`src/rtl/pc_fetch_sequencer.sv`:
```
// ---------------------------------------------------------------------------
// pc_fetch_sequencer
//
// Holds the program counter and fetches one instruction at a time from the
// instruction memory over a req/ack handshake. The fetched word is presented
// to decode, and the PC advances only when decode consumes it. A branch or
// jump redirect loads a new target instead. A redirect that arrives while a
// fetch is outstanding is remembered, and the fetch that was in flight is
// discarded when it completes.
//
// Ports:
//   clock            rising-edge clock
//   reset            synchronous active-high reset, wins over everything
//   run              enable fetching; 0 parks in IDLE at an instruction boundary
//   stall            decode cannot accept the presented instruction this cycle
//   redirect_valid   single-cycle pulse: redirect_target becomes the next PC
//   redirect_target  branch/jump destination
//   imem_req         fetch request, held stable until imem_ack
//   imem_addr        fetch address (equals pc while imem_req=1)
//   imem_ack         memory accepted request; imem_rdata valid this cycle
//   imem_rdata       instruction word returned with imem_ack
//   instr_valid      instr / instr_pc valid for decode
//   instr            captured instruction
//   instr_pc         address the captured instruction was fetched from
//   pc               current program counter
// ---------------------------------------------------------------------------
module pc_fetch_sequencer #(
    parameter int unsigned        ADDR_W   = 32,
    parameter logic [ADDR_W-1:0]  INC      = ADDR_W'(32'd1),
    parameter logic [ADDR_W-1:0]  RESET_PC = ADDR_W'(32'd0)
) (
    input  logic              clock,
    input  logic              reset,
    input  logic              run,
    input  logic              stall,
    input  logic              redirect_valid,
    input  logic [ADDR_W-1:0] redirect_target,
    output logic              imem_req,
    output logic [ADDR_W-1:0] imem_addr,
    input  logic              imem_ack,
    input  logic [31:0]       imem_rdata,
    output logic              instr_valid,
    output logic [31:0]       instr,
    output logic [ADDR_W-1:0] instr_pc,
    output logic [ADDR_W-1:0] pc
);

    typedef enum logic [1:0] {
        ST_IDLE = 2'd0,
        ST_REQ  = 2'd1,
        ST_HOLD = 2'd2
    } state_t;

    state_t             state_r;
    state_t             state_s;
    logic [ADDR_W-1:0]  pc_r;
    logic [ADDR_W-1:0]  pc_s;
    logic [31:0]        instr_r;
    logic [31:0]        instr_s;
    logic [ADDR_W-1:0]  instr_pc_r;
    logic [ADDR_W-1:0]  instr_pc_s;
    logic               pend_r;
    logic               pend_s;
    logic [ADDR_W-1:0]  target_r;
    logic [ADDR_W-1:0]  target_s;
    logic               req_r;
    logic               valid_r;

    // Next-state and datapath decisions for the fetch sequencer.
    always_comb begin
        state_s    = state_r;
        pc_s       = pc_r;
        instr_s    = instr_r;
        instr_pc_s = instr_pc_r;
        pend_s     = pend_r;
        target_s   = target_r;

        case (state_r)
            ST_IDLE: begin
                if (redirect_valid) begin
                    pc_s    = redirect_target;
                    state_s = ST_IDLE;
                end else if (run) begin
                    state_s = ST_REQ;
                end else begin
                    state_s = ST_IDLE;
                end
            end

            ST_REQ: begin
                if (imem_ack) begin
                    if (pend_r || redirect_valid) begin
                        // The in-flight fetch is stale: drop its data and
                        // restart at the newest redirect target.
                        pc_s    = redirect_valid ? redirect_target : target_r;
                        pend_s  = 1'b0;
                        state_s = run ? ST_REQ : ST_IDLE;
                    end else begin
                        instr_s    = imem_rdata;
                        instr_pc_s = pc_r;
                        state_s    = ST_HOLD;
                    end
                end else if (redirect_valid) begin
                    // The request cannot be withdrawn, so remember where to
                    // go once it completes. A later redirect overwrites this.
                    target_s = redirect_target;
                    pend_s   = 1'b1;
                end else begin
                    state_s = ST_REQ;
                end
            end

            ST_HOLD: begin
                if (redirect_valid) begin
                    pc_s    = redirect_target;
                    state_s = run ? ST_REQ : ST_IDLE;
                end else if (!stall) begin
                    pc_s    = pc_r + INC;
                    state_s = run ? ST_REQ : ST_IDLE;
                end else begin
                    state_s = ST_HOLD;
                end
            end

            default: begin
                state_s = ST_IDLE;
            end
        endcase
    end

    // State, PC, captured instruction and registered handshake outputs.
    always_ff @(posedge clock) begin
        if (reset) begin
            state_r    <= ST_IDLE;
            pc_r       <= RESET_PC;
            instr_r    <= '0;
            instr_pc_r <= '0;
            pend_r     <= 1'b0;
            target_r   <= '0;
            req_r      <= 1'b0;
            valid_r    <= 1'b0;
        end else begin
            state_r    <= state_s;
            pc_r       <= pc_s;
            instr_r    <= instr_s;
            instr_pc_r <= instr_pc_s;
            pend_r     <= pend_s;
            target_r   <= target_s;
            // Flags are computed from the next state so they leave the
            // block straight from flops.
            req_r      <= (state_s == ST_REQ);
            valid_r    <= (state_s == ST_HOLD);
        end
    end

    assign imem_req    = req_r;
    assign imem_addr   = pc_r;
    assign instr_valid = valid_r;
    assign instr       = instr_r;
    assign instr_pc    = instr_pc_r;
    assign pc          = pc_r;

endmodule

```
`config.mk`:
```
export PLATFORM = sky130hd
export DESIGN_NAME = pc_fetch_sequencer
export DESIGN_NICKNAME = d
export VERILOG_FILES = /design/src/rtl/pc_fetch_sequencer.sv
export SDC_FILE = /design/constraint.sdc
export NUM_CORES = 1
export LEC_CHECK = 0
export BUFFER_PORTS_ARGS = -buffer_cell sky130_fd_sc_hd__clkbuf_2
export CORE_UTILIZATION = 45
export CTS_CLUSTER_DIAMETER = 120
export CTS_CLUSTER_SIZE = 8
export DETAILED_ROUTE_END_ITERATION = 7
export GPL_TIMING_DRIVEN = 1
export PLACE_DENSITY = 0.71
export SKIP_LAST_GASP = 1
export SLEW_MARGIN = 15
export SYNTH_ARGS = -nofsm -noshare
export SYNTH_HDL_FRONTEND = slang
export SYNTH_SLANG_ARGS = --single-unit
```
`constraint.sdc`:
```
create_clock -name clock -period 4.6 [get_ports clock]
set_input_delay 0.92 -clock clock [delete_from_list [all_inputs] [get_ports clock]]
set_output_delay 0.92 -clock clock [all_outputs]
set_load 0.05 [all_outputs]
```
Word level (Yosys, flattened, before mapping)
Index checks and enable logic that the tools add are counted.
{ "totals": {"reg_bits": 133, "output_inout_bits": 130} }
{ "classes": {"n_reduce_logical": 8, "n_bitwise": 2, "n_eq_ne": 9, "n_mux": 18, "add_sub_neg": 1} }
{ "op_table": {"columns": ["operator", "n"], "rows": [
  ["$mux W32", 6],
  ["$pmux W32 S3", 1],
  ["$add A32 B1 Y32 const B", 1],
  ["$mux W2", 5],
  ["$ne A2 B2 Y1 const B", 3],
  ["$pmux W2 S3", 1],
  ["$reduce_and A3 Y1", 2],
  ["$mux W1", 5],
  ["$reduce_and A5 Y1", 1],
  ["$eq A2 B1 Y1 const B", 2],
  ["$eq A2 B2 Y1 const B", 2],
  ["$ne A3 B3 Y1 const B", 1],
  ["$reduce_bool A3 Y1", 1],
  ["$logic_not A2 Y1", 1],
  ["$ne A2 B1 Y1 const B", 1],
  ["$not A1 Y1", 2],
  ["$reduce_and A2 Y1", 1],
  ["$reduce_bool A2 Y1", 1],
  ["$logic_or A1 B1 Y1", 1]
]} }

Longest topological paths before layout
Gate-level depths: netlist of the first run.
{ "depth": {"depth_word": 5, "ltp_mapped": 10} }

Worst setup path before layout of the first run
Ideal clock, no wire load.
{ "synth_path": {"path_kind": "flip-flop to flip-flop", "from": "register pc_r[3] (netlist: imem_addr[3])", "to": "register pc_r[27] (netlist: imem_addr[27])", "t_required_ns": 4.470, "setup_slack_ns": 2.232, "arrival_time_ns": 2.238, "synth_period_minus_slack_ns": 2.368, "path_stages_with_launch": 8, "cell_sequence": "dfxtp_1 clkbuf_2 nand4_4 or4_1 clkbuf_2 o31ai_1 nor3b_1 o22ai_1"} }
{ "synth_between": {"elab_chain_cells": 4} }
{ "synth_rtl": {"columns": ["item", "line_no", "text"], "rows": [
  ["start: declaration", "56", "logic [ADDR_W-1:0] pc_r;"],
  ["start signal: assignment", "144", "pc_r <= pc_s;"],
  ["$add A32 B1 Y32", "118", "pc_s = pc_r + INC;"],
  ["$mux W32", "117", "end else if (!stall) begin"],
  ["$mux W32", "114", "if (redirect_valid) begin"],
  ["$pmux W32 S3", "78", "case (state_r)"]
]} }
No other way between the ends. The select of a mux whose other input is x is not followed.
A chain may end at the register's enable or synchronous reset.

Final worst setup path of the first run
{ "layout_path": {"from": "register state_r[1]", "to": "register valid_r (netlist: instr_valid)"} }
{ "layout_between": {"elab_chain_cells": 4, "word_cells_on_any_way": 7, "cone_classes": "eq/ne: 3; mux: 3; reduce/logical: 1"} }
{ "layout_rtl": {"columns": ["item", "line_no", "text"], "rows": [
  ["start: declaration", "54", "state_t state_r;"],
  ["start signal: assignment", "143", "state_r <= state_s;"],
  ["$mux W2", "103", "end else if (redirect_valid) begin"],
  ["$mux W2", "91", "if (imem_ack) begin"],
  ["$pmux W2 S3 *", "78", null],
  ["$eq A2 B2 Y1 *", "152", "valid_r <= (state_s == ST_HOLD);"],
  ["end signal: assignment", "152", null],
  ["end: declaration", "67", "logic valid_r;"]
]} }
Mark *: on every way between the ends. The rest lies on a longest branch, timed or not.

==> results of run 1 <==
## critical path: stages (launching register included)
cell	delay, ps
dfxtp_1	340
inv_1	90
ha_1	640
clkinv_1	490
nor3_4	730
a221o_1	280
nor3b_1	210
nor2b_1	160
## layer usage
layer	part of all wire, %	wire length, um	track usage [%]	vias up
met5	0	0	0	-
met4	1.2	244	7.23	0
met3	9.0	1770	5.12	21
met2	45	8820	40.9	347
met1	45	8780	36.5	3117
li1	-	-	-	3265
## worst max-delay path by stage
stage / startpoint / end / slack (ps)
after floorplan: imem_addr[3]$_SDFFE_PP0P_ / imem_addr[27]$_SDFFE_PP0P_ / 2230
after global placement: redirect_valid / imem_addr[14]$_SDFFE_PP0P_ / 1550
after detailed placement: redirect_valid / imem_addr[14]$_SDFFE_PP0P_ / 1520
after CTS: state_r[1]$_SDFF_PP0_ / instr_valid$_SDFF_PP0_ / 1570
after global routing: state_r[1]$_SDFF_PP0_ / instr_valid$_SDFF_PP0_ / 1320
final: state_r[1]$_SDFF_PP0_ / instr_valid$_SDFF_PP0_ / 1580
## cell usage after synthesis, types with 5 or more instances
library cell  count
buf_4            34
ha_1              6
nand3_1          15
nor3b_1           5
o21a_1            6
inv_1             9
a21oi_1         121
a22oi_1           5
a221oi_1          7
o21ai_0          41
a31oi_1          11
o221ai_1         10
buf_2             8
xor2_1            8
nand2_1         219
nor2_1           28
nand2b_1          6
and2_1            5
o22ai_1           5
a221o_1          11
dfxtp_1         133
nor4_1            7
a22o_1           15
buf_1             6
nand4_1          18
nor3_1            8
nor2b_1           7
clkbuf_1         44
## final cells by class
| type | instances | area, um^2 |
|---|---|---|
| Fill cell | 1369 | 6060 |
| Clock buffer | 20 | 447 |
| Clock inverter | 12 | 203 |
| Sequential cell | 133 | 2660 |
| Timing Repair Buffer | 211 | 1090 |
| Multi-Input combinational cell | 615 | 3360 |
| Tap cell | 180 | 225 |
| Inverter | 11 | 41.3 |
## cells by family (layout without fill, tap and decap cells)
kind of cell	count (synthesis)	count (layout)	synth area share, %
adders and majority gates	6	6	1.13
buffers and inverters	113	254	9.28
and+or+nand+nor	339	339	23.4
DFF	133	133	40.2
muxes	1	1	0.151
AOI/OAI and AO/OA	259	259	24.5
xor gates and xnor gates	10	10	1.32
## stage by stage
stage                     utilization, %  setup slack, ps  cells
after global placement              52.4             1550   1150
after detailed placement            52.4             1520   1150
after floorplan                        -             2230    861
after CTS                           57.0             1570   1182
after global routing                57.0             1320   1182
final                               57.0             1580   1182
## sequential cells by signal (all words and copies together), names as in the netlist
name / count
pend_r: 1
imem_req: 1
instr_valid: 1
instr: 32
target_r: 32
imem_addr: 32
state_r: 2
instr_pc: 32
## power by group through the flow
stage	logic [mW]	clock network, mW	registers [mW]
floorplan	0.340	0	1.39
global placement	0.540	0	1.30
detailed placement	0.542	0	1.30
CTS	0.544	1.51	1.28
global route	0.583	1.56	1.29
finish	0.546	1.49	1.28
## placed cells by master, fill, tap and decap left out, drive strengths merged, types with 7 or more instances in the layout
master and count:
a22o 15, a221oi 7, clkbuf 218, o21ai 41, dfxtp 133, nand2 219
a221o 11, buf 13, nand3 15, nor4 10, a21oi 121, nor2b 7
a31oi 11, nor2 28, xor2 8, inv 10, nor3 10, o221ai 10
nand4 20
==> impl.org, run 1 <==
** Outcome
- The flow ran to the end, and the final reports show no timing, DRC or antenna violations.

** Synth
- Yosys warnings :: 0
- Top cells by area in the synthesized netlist :: dfxtp_1 (40%), nand2_1 (12%), a21oi_1 (9.1%)
- Most used flip-flop cell after synthesis :: dfxtp_1
- Counting distinct cell types in the post-synthesis netlist gives 67.
- Cell accounting for the most synthesized area :: dfxtp_1
- In the synthesized netlist the async set-or-reset flop fraction comes to 0%.
- Mean Syn Cell Area :: about 7.7 um^2
- Synthesis handed over a netlist of ~860 instances.
- In this run, synthesis inferred 0 flip-flops with an integrated enable.
- Fraction of synthesized cell area taken by the top area cell type :: between 40% and 50%
- Net count after synthesis :: 937
- After synthesis the cells add up to between 6000 and 7000 um^2.
- After synthesis the netlist holds a flip-flop and latch count of about 130.
- Sequential-to-total area share from yosys stat :: 40.2%

** Setup path
- Critical Path Start Type :: register
- Crit Reg-Reg Startpoint :: state_r[1]$_SDFF_PP0_
- Class of the most critical setup path :: reg -> reg
- Largest fanout on the critical path :: 19
- Number of cell instances on the worst register-to-register path :: 7
- Required time at the endpoint of the critical path :: between 4000 and 5000 ps
- Reg2reg setup slack :: 1580 ps
- Data arrives at the worst endpoint at ~3400 ps.
- The endpoint identified for the worst register-to-register timing path is instr_valid$_SDFF_PP0_.
- STA classifies the critical path endpoint as a register.

** Hold path
- Hold EP :: instr_pc[7]$_SDFFE_PP0P_
- Hold Path Origin :: instr_pc[7]$_SDFFE_PP0P_
- The worst hold path passes through 2 cells.
- Worst hold path type :: reg -> reg

** Place
- Port Buffers :: 199
- Detailed placement ended at an HPWL of around 13 mm.
- Cell Area, Placed :: 7380 um^2
- Final weighted congestion in routability-driven placement :: around 0.86

** Global route
- In the global route stage, overall resource usage came out at between 20% and 30%.
- The number of antenna violations at the first check in global routing came to 0.
- Pin count of the biggest net entering global routing :: between 70 and 80
- Wire length of the first global-routing pass :: between 30 and 40 mm
- The via count of the first global-routing pass was 5865.
- Leftover overflow at the end of global routing :: 0

** Power
- Internal power consumption :: 2.31 mW
- Total power per unit cell area :: approximately 410 nW/um^2
- Peak supply drop :: about 0.00032 V
- The design draws 3.32 mW.
- Switching power of the nets :: between 1 and 1.5 mW
- Net switching is between 30% and 40% of the power.
- Clock share of power :: between 40% and 50%
- Gate power share :: ~16%
- Reported leakage power :: ~3.2 nW
- The share of total power dissipated in sequential elements is around two fifths.

** Die
- DIE HEIGHT :: 123 um
- Number of cell rows :: 43
- I/O Pins :: 200
- From left edge to right edge, the die measures between 100 and 150 um.
- Initial Util :: about 47%
- Area of the core :: between 10000 and 15000 um^2
- The die covers approximately 15000 um^2.

** CTS
- Clock edge transition at the registers on the reported setup and hold paths :: 60 ps
- The tree is rooted in a clkbuf_16.
- Number of clock sinks seen by CTS :: roughly 130
- H-Tree Depth :: 4
- Post CTS Setup Buffer Count :: 0
- Clock tree synthesis inserted a total of 17 buffers.
- Buffers inserted to repair hold after CTS numbered 0.
- Number of gates given a new drive strength after cts :: 0
- Clock tree from TritonCTS :: yes
- Buffers from clock root to sink, at most :: 2
- For the worst-skew pair, the clock arrives at the later sink with an insertion delay of roughly 420 ps.

** STA
- Setup repair after global routing left no endpoint under its margin.
- The number of max-slew violations in the final report is 0.
- Fmax :: around 330 MHz
- Subtracting the final worst setup slack from the clock period gives 3020 ps.
- Final-report setup violation count :: 0
- Smallest hold slack :: between 400 and 500 ps
- In the finished design, the share of the clock period the worst path needs comes to 65.5%.
- At the pin with the least slew margin, the transition time is roughly 970 ps.
- Clock Skew :: 10.3 ps
- The number of endpoints with negative hold slack in the final report is 0.
- Summed negative setup slack over all endpoints :: 0 ps
- In this run the tightest slew margin relative to its limit is around a third.

** Finish
- Antenna fix cells :: 0
- After routing the design area is roughly 8000 um^2.
- For this run, the post-layout net count is 1065.
- In the final layout, the share of cells above drive strength 1 is between 20 and 30%.
- The area growth from synthesis to layout is 21.3%.

** Drt
- Dividing the detail-routed via count by the number of cells gives about 5.7.
- Detail Route Antenna Nets :: 0
- The pre-antenna-repair detailed-routing pass consisted of 5 iterations.
- In the final routed layout, each cell accounts on average for approximately 17 um.
- Via count :: slightly below 7000
- Post-route DRC violation count :: 0
- Initial detailed-routing violation count :: 640
- DRT Wirelength :: 19.6 mm

** Job
- Max-cap violations in this run came to 0.
Note: power is estimated with default switching activity, not from simulation.
==> run 2, diff against run 1 <==
--- a/config.mk
+++ b/config.mk
@@ -5,13 +5,14 @@
 export SDC_FILE = /design/constraint.sdc
 export NUM_CORES = 1
 export LEC_CHECK = 0
+export ABC_AREA = 1
 export BUFFER_PORTS_ARGS = -buffer_cell sky130_fd_sc_hd__clkbuf_2
 export CORE_UTILIZATION = 45
 export CTS_CLUSTER_DIAMETER = 120
 export CTS_CLUSTER_SIZE = 8
 export DETAILED_ROUTE_END_ITERATION = 7
 export GPL_TIMING_DRIVEN = 1
-export PLACE_DENSITY = 0.71
+export PLACE_DENSITY = 0.7
 export SKIP_LAST_GASP = 1
 export SLEW_MARGIN = 15
 export SYNTH_ARGS = -nofsm -noshare
==> constraint.sdc (replaced) <==
create_clock -name clock -period 2.98 [get_ports clock]
set_input_delay 0.596 -clock clock [delete_from_list [all_inputs] [get_ports clock]]
set_output_delay 0.596 -clock clock [all_outputs]
set_load 0.05 [all_outputs]
==> run 2 against run 1 <==
Synthesized area grew 10%. Cell count rose by 24%. Design area up 7.9%. Worst setup slack got worse by 730 ps. Worst hold slack got worse by 65 ps. Global-route usage up 0.66 points. Die area up 10%. Sequential power is 56% higher. First-iteration DRC count shrank 9.4%. Largest cell class unchanged.
==> impl.org, run 2 <==
** Outcome
- Outcome :: finished, final reports clean

** Synth
- Count of flip-flops with a built-in enable after synthesis :: 0 (unchanged)
- Distinct cell type count after synthesis :: 35 (-48%)
- The sequential area share after synthesis was 36.5% (-3.7 points).
- Most used flip-flop cell after synthesis :: dfxtp_1
- By instance count, the leading cell after synthesis is nand2_1.
- Synthesized flop and latch total :: 133 (unchanged)
- The gate count after technology mapping was 1105 (+28%).
- Mean Syn Cell Area :: 6.60 um^2 (-14%)
- The total nets after synthesis was 1181 (+26%).
- The cell area after synthesis was 7290 um^2 (+10%).
- The biggest area contributor in the post-synthesis netlist is dfxtp_1.
- After synthesis, the cell types taking the most area are dfxtp_1 (37%), nand2_1 (17%), nor2_1 (9.0%).
- By count the netlist is led by nand2_1 (323), nor2_1 (175), dfxtp_1 (133).
- The count of synthesis-stage warnings from yosys was 0 (unchanged).
- The proportion of register bits with asynchronous set or reset after synthesis came to 0% (unchanged).
- Fraction of synthesized cell area taken by the top area cell type :: 36.5% (-3.7 points)

** Hold path
- The min-delay analysis places its worst path in the category in -> reg.
- Number of cells traversed by the worst hold path :: 3 (+1)
- The worst hold path begins at imem_rdata[14].
- For hold timing, the worst endpoint is instr[14]$_SDFFE_PP0P_.

** Power
- The areal power density over the cells came to 604 nW/um^2 (+46%).
- Reported leakage power :: 4.13 nW (+30%)
- The maximum resistive drop on vdd was 0.000494 V (+56%).

** STA
- The sum of negative setup slack is 0 ps (unchanged).
- The normalized max-slew margin came to 63.0% (+28 points).
- Final critical delay including setup and external delays :: 2120 ps (-893 ps)
- Number of max-slew violations in the final report :: 0 (unchanged)
- Final-report setup violation count :: 0 (unchanged)
- Final period util :: 71.2% (+5.7 points)
- Setup repair after global routing left no endpoint under its margin.
- The transition time of the tightest slew-check pin was 555 ps (-416 ps).
- Clock Skew :: 5.76 ps (-4.53 ps)
- Fmax :: 471 MHz (+42%)
- Count of final hold-check violations :: 0 (unchanged)

** CTS
- H-Tree Depth :: 4 (unchanged)
- Buffers from clock root to sink, at most :: 2 (unchanged)
- Number of gates given a new drive strength after cts :: 0 (unchanged)
- The clock-pin slew reported for the worst setup and hold paths after clock tree synthesis is 70 ps (about the same).
- The number of buffers added for setup after CTS is 0 (unchanged).
- Clock tree synthesis selected as its root buffer the cell clkbuf_16.
- The CTS buffer count was 17 (unchanged).
- Worst-Skew Late Latency :: 420 ps (about the same)
- The hold-fix buffer count after cts is 0 (unchanged).
- The count of clock tree sinks is 133 (unchanged).
- Clock tree from TritonCTS :: yes

** Setup path
- Critical Path, Cell by Cell :: inv_1 > ha_1 > inv_1 > nand3_1 > o21ai_0 > nor2_1 > nand2_2 > buf_4 > nor2_1 > o21ai_1 > a21oi_1
- STA classifies the critical path startpoint as a register.
- Reg2reg setup slack :: 860 ps (-730 ps)
- The top fanout value on the critical path is 17 (-2).
- Kind of capture point of the worst setup path :: register
- Beginning of the critical path :: state_r[0]$_SDFF_PP0_
- The largest incremental delay on the critical path came to 380 ps (-350 ps).
- Endpoint arrival time on the critical path :: 2410 ps (-960 ps)
- Crit Reg-Reg Startpoint :: state_r[0]$_SDFF_PP0_
- The worst path buffer plus inverter count came to 3 (+1).
- Number of cell instances on the worst register-to-register path :: 11 (+4)
- Endpoint of the worst-slack reg-to-reg timing path :: imem_addr[9]$_SDFFE_PP0P_
- The required time at the endpoint of the critical path was 3270 ps (-1680 ps).
- Critical Path Slowest Stage Cell :: dfxtp_1
- On the critical path the largest part of the delay comes from buffers and inverters.
- Class of the most critical setup path :: reg -> reg

** Finish
- # fillers :: 1586 (+16%)
- Footprint of the flip-flops and latches :: 2660 um^2 (unchanged)
- Number of nets at the end of the flow :: 1318 (+24%)
- The utilization of the core after routing was 54.7% (-2.2 points).
- The area of combinational cells with multiple inputs was 3800 um^2 (+13%).
- Most common cell after layout, fill and taps aside :: nand2_1
- The area growth from synthesis to layout is 18.8%.
- Antenna fix cells :: 0 (unchanged)
- The proportion of layout cells with a drive suffix above 1 was 22.9% (-2.7 points).
- The top cell types in the final layout, fill and taps aside, are nand2_1 (323), clkbuf_2 (199), nor2_1 (175).

** Global route
- The via count of the first global-routing pass came to 6779 (+16%).
- The all-layer global routing usage is 26.8% (+0.66 points).
- Pin count of the biggest net entering global routing :: 98 (+24%)
- The overall overflow remaining after global route was 0 (unchanged).
- The number of antenna violations at the first check in global routing came to 0 (unchanged).
- Wire length of the first global-routing pass :: 34.5 mm (+12%)

** Drt
- The number of vias per cell after detailed routing was 5.21 (-8.8%).
- The count of unresolved DRC violations after routing is 0 (unchanged).
- Detail Route Antenna Nets :: 0 (unchanged)
- Routed length per instance :: 14.9 um (-10%)
- The wire length after detailed routing came to 22.0 mm (+12%).
- The number of vias in the routed layout is 7658 (+13%).
- The number of iterations in the first detailed-routing pass was 5 (unchanged).
- The starting DRC count in detailed routing is 580 (-9.4%).

** Die
- The overall die area is 16700 um^2 (+10%).
- The height of the die is 129 um (+4.9%).
- The core footprint was 15800 um^2 (+12%).
- The number of standard-cell rows in the floorplan came to 46 (+7.0%).
- The starting density of the core is 46.1% (-0.89 points).
- The width of the chip came to 129 um (+4.9%).
- I/O Pins :: 200 (unchanged)

** Place
- Final weighted congestion in routability-driven placement :: 0.908 (+5.9%)
- Total half-perimeter wirelength after legalization and detailed placement :: 15.0 mm (+15%)
- The number of input and output port buffers inserted was 199 (unchanged).

** Job
- The max-capacitance violation count is 0 (unchanged).
==> run 2: area by class of cell <==
type / count / area share [%]
clock buffer: 18 / 4.95
sequential: 133 / 30.7
clock inverter: 14 / 2.02
tap: 216 / 3.12
inverter: 51 / 2.21
multi-input combinational: 826 / 43.8
timing repair buffer: 213 / 13.1
==> run 2: worst max path at each step <==
| stage | to | slack, ps | depth (start not counted) |
|---|---|---|---|
| 3_3_place_gp | imem_addr[8]$_SDFFE_PP0P_ | 880 | 10 |
| 5_1_grt | imem_addr[8]$_SDFFE_PP0P_ | 510 | 11 |
| 2_1_floorplan | imem_addr[20]$_SDFFE_PP0P_ | 1010 | 14 |
| 4_1_cts | imem_addr[9]$_SDFFE_PP0P_ | 850 | 11 |
| 3_5_place_dp | imem_addr[9]$_SDFFE_PP0P_ | 840 | 10 |
| 6_report | imem_addr[9]$_SDFFE_PP0P_ | 860 | 11 |
==> run 2: cell families after synthesis <==
kind of cell | after synthesis | share of synthesized area [%]
buf+inv | 146 | 11.4
simple gates | 559 | 31.5
xor+xnor | 7 | 0.944
compound gates | 254 | 18.6
flops | 133 | 36.5
fa+ha+maj | 6 | 1.03
==> run 2: stage by stage <==
step	worst slack [ps]	instance area [um^2]	cells	hold WS (ps)	power [mW]
floorplan	1010	7290	1105	435	2.85
global placement	880	8060	1439	450	3.07
detailed placement	843	8060	1439	458	3.08
CTS	853	8660	1471	377	5.27
global route	514	8660	1471	387	5.43
finish	858	8660	1471	386	5.23
==> run 2: report_power, final <==
part | internal (mW) | switching [mW] | total, mW
clock | 1.32 | 0.862 | 2.19
sequential | 1.87 | 0.132 | 2.00
combinational | 0.263 | 0.782 | 1.04
total | 3.45 | 1.78 | 5.23
==> run 2: routing by layer <==
metal | routed length, um | global-route usage, %
met4 | 783 | 13.2
met5 | 0 | 0
met2 | 10500 | 44.6
met1 | 9320 | 33.5
met3 | 1370 | 4.67
==> run 2: worst reg2reg max path, stage by stage, from the launching register on <==
cell and delay [ps]:
dfxtp_1 380, inv_1 80, ha_1 220, inv_1 310
nand3_1 110, o21ai_0 90, nor2_1 70, nand2_2 270
buf_4 270, nor2_1 50, o21ai_1 70, a21oi_1 70
==> run 3, diff against run 2 <==
==> constraint.sdc (replaced) <==
create_clock -name clock -period 2.19 [get_ports clock]
set_input_delay 0.438 -clock clock [delete_from_list [all_inputs] [get_ports clock]]
set_output_delay 0.438 -clock clock [all_outputs]
set_load 0.05 [all_outputs]
==> run 3 against run 2 <==
Clock skew up 4.2 ps. Design area up 1.4%. Critical path depth unchanged. Utilization up 0.77 points. Global-route usage up 0.10 points. Die area unchanged. Sequential share of layout area down 0.42 points. Sequential cell count unchanged. Worst hold slack worse by 150 ps. Cell count up 1.1%. First-iteration DRC count up 16%. Total power up 35%.
==> impl.org, run 3 (synthesis results as in run 2) <==
** Setup path
- The data arrival at the endpoint of the critical path was 2290 ps (-120 ps).
- Required time at the endpoint of the critical path :: 2540 ps (-730 ps)
- Critical Path Start Type :: register
- Critical Path Slowest Stage Cell :: dfxtp_1
- The worst path buffer plus inverter count is 0 (-3).
- The worst setup path is of the reg -> reg kind.
- Endpoint of the worst-slack reg-to-reg timing path :: imem_addr[11]$_SDFFE_PP0P_
- Crit path capture :: imem_addr[11]$_SDFFE_PP0P_
- The largest incremental delay on the critical path was 530 ps (+150 ps).
- Walking the worst path, the cells encountered are nand2_1 > nor2_2 > nand2_1 > nor2_2 > xor2_1 > nand2_1 > nand2_1 > nand2_1 > nand2_1 > nand2_1 > a21oi_1.
- Kind of capture point of the worst setup path :: register
- Tracing the worst setup path back leads to its startpoint at imem_addr[10]$_SDFFE_PP0P_.
- The top fanout value on the critical path came to 7 (-10).
- Cell repeated most along the worst path :: nand2_1
- Crit Reg-Reg Startpoint :: imem_addr[10]$_SDFFE_PP0P_
- The depth of the critical timing path with buffers and inverters included came to 11 (unchanged).
- Reg2reg setup slack :: 240 ps (-610 ps)
- The number of cells on the worst reg-to-reg path came to 11 (unchanged).
- The cell family contributing the most delay on the critical path is simple AND/OR/NAND/NOR gates.

** Place
- Number of cells in the design after placement :: 1455 (+1.1%)
- The area after detailed placement was 8190 um^2 (+1.6%).
- Post-Place Setup Slack :: 292 ps (-551 ps)
- The post-detailed-placement half-perimeter wirelength was 15.7 mm (+4.8%).
- Final weighted congestion in routability-driven placement :: 0.906 (-0.23%)
- The number of input and output port buffers inserted was 199 (unchanged).

** CTS
- TritonCTS built the clock tree.
- The deepest level of the CTS H-tree is 4 (unchanged).
- The count of clock tree sinks was 133 (unchanged).
- The CTS buffer count was 17 (unchanged).
- The number of buffers added for setup after CTS was 0 (unchanged).
- Clock edge transition at the registers on the reported setup and hold paths :: 60 ps (about the same)
- Number of gates given a new drive strength after cts :: 0 (unchanged)
- The later-pin clock latency in the skew report is 420 ps (about the same).
- Cts hold-fix bufs :: 0 (unchanged)
- CTS Root Buffer Type :: clkbuf_16
- The maximum number of buffers from clock root to sink is 2 (unchanged).

** Die
- The number of standard-cell rows in the floorplan is 46 (unchanged).
- I/O Pins :: 200 (unchanged)
- Full die area :: 16700 um^2 (unchanged)
- Initial Util :: 46.1% (unchanged)
- The height of the die came to 129 um (unchanged).
- Die width :: 129 um (unchanged)
- Area of the core :: 15800 um^2 (unchanged)

** Job
- The max-capacitance violation count was 0 (unchanged).

** Global route
- Number of antenna violations at the first check in global routing :: 0 (unchanged)
- Leftover overflow at the end of global routing :: 0 (unchanged)
- GRT Total Usage :: 26.9% (+0.10 points)
- Pin count of the biggest net entering global routing :: 90 (-8.2%)
- Wire length of the first global-routing pass :: 34.8 mm (+0.80%)
- Vias in the first global route :: 6797 (+0.27%)

** Drt
- Routed length per instance :: 15.2 um (+1.8%)
- The number of vias per cell after detailed routing was 5.25 (+0.76%).
- The wire length after detailed routing came to 22.6 mm (+2.9%).
- Router iterations before antenna repair :: 5 (unchanged)
- Via count :: 7800 (+1.9%)
- Initial detailed-routing violation count :: 675 (+16%)
- The count of unresolved DRC violations after routing is 0 (unchanged).
- Detail Route Antenna Nets :: 0 (unchanged)

** Finish
- The register cell area after layout came to 2660 um^2 (unchanged).
- Utilization after layout :: 55.5% (+0.77 points)
- Number of nets at the end of the flow :: 1334 (+1.2%)
- Antenna fix cells :: 0 (unchanged)
- The area of combinational cells with multiple inputs came to 3800 um^2 (unchanged).
- The filler cell count is 1582 (-0.25%).
- The proportion of layout cells with a drive suffix above 1 came to 23.9% (+0.97 points).
- The final instance area was 8790 um^2 (+1.4%).
- Commonest cells after routing, fill and taps aside :: nand2_1 (323), clkbuf_2 (199), nor2_1 (175)
- The area growth from synthesis to layout is 20.5%.
- Non-filler cells in the finished layout :: 1487 (+1.1%)
- Most common cell after layout, fill and taps aside :: nand2_1

** STA
- The post-route worst setup slack is 245 ps (-613 ps).
- The peak clock frequency supported by timing is 514 MHz (+9.1%).
- The clock period minus final worst setup slack was 1950 ps (-177 ps).
- The final worst clock skew was 9.97 ps (+4.21 ps).
- Final-report setup violation count :: 0 (unchanged)
- The number of endpoints with negative hold slack in the final report came to 0 (unchanged).
- The transition time of the tightest slew-check pin was 572 ps (+16.7 ps).
- The normalized max-slew margin came to 61.9% (-1.1 points).
- The sum of negative setup slack was 0 ps (unchanged).
- Number of max-slew violations in the final report :: 0 (unchanged)
- The worst hold margin is 241 ps (-145 ps).
- RSZ-0062 raised after global routing :: false
- The period utilization is 88.8% (+18 points).

** Power
- The proportion of power drawn by combinational gates is 21.4% (+1.4 points).
- Switching power of the nets :: 2.41 mW (+36%)
- Net Sw Frac :: 34.1% (+0.18 points)
- Pwr Total :: 7.06 mW (+35%)
- Total power per unit cell area :: 803 nW/um^2 (+33%)
- Peak supply drop :: 0.000669 V (+35%)
- Sequential cell fraction of total power :: 38.0% (-0.2 points)
- The static leakage power is 4.20 nW (+1.7%).
- Internal power consumption :: 4.65 mW (+35%)
- The proportion of power drawn by the clock network was 40.5% (-1.3 points).

** Hold path
- Hold Path Origin :: imem_rdata[5]
- The min-delay analysis places its worst path in the category in -> reg.

** Outcome
- The flow ran to the end, and the final reports show no timing, DRC or antenna violations.
==> run 3: how the worst min path moves through the flow <==
stage	to	slack, ps	depth (start not counted)
global route	instr[14]$_SDFFE_PP0P_	240	3
floorplan	target_r[0]$_SDFFE_PP0P_	440	1
global placement	target_r[0]$_SDFFE_PP0P_	450	1
CTS	instr[5]$_SDFFE_PP0P_	230	3
detailed placement	target_r[0]$_SDFFE_PP0P_	450	1
finish	instr[5]$_SDFFE_PP0P_	240	3
==> run 3: power by group through the flow <==
stage | Clock (mW) | Combinational [mW] | Sequential, mW
2_1_floorplan | 0 | 0.855 | 3.02
3_3_place_gp | 0 | 1.50 | 2.73
4_1_cts | 2.90 | 1.51 | 2.68
3_5_place_dp | 0 | 1.50 | 2.73
6_report | 2.86 | 1.51 | 2.68
5_1_grt | 3.01 | 1.63 | 2.70
==> run 3: tightest hold or removal path, cell delays in order <==
cell and delay [ps]:
clkbuf_2 80, nor2_1 30, nor2_1 80
==> run 3: layout make-up <==
type                            count  area share, %
Multi-Input combinational cell    826           43.2
Sequential cell                   133           30.3
Timing Repair Buffer              229           14.5
Clock buffer                       19           5.04
Tap cell                          216           3.08
Inverter                           51           2.18
Clock inverter                     13           1.71
==> run 3: routing by layer <==
layer | vias up | track usage (%) | wire (um) | part of all wire [%]
li1 | 3841 | - | - | -
met1 | 3574 | 33.4 | 9320 | 41
met2 | 346 | 44.8 | 10800 | 48
met3 | 39 | 6.32 | 1780 | 7.9
met4 | 0 | 10.9 | 692 | 3.1
met5 | - | 0 | 0 | 0
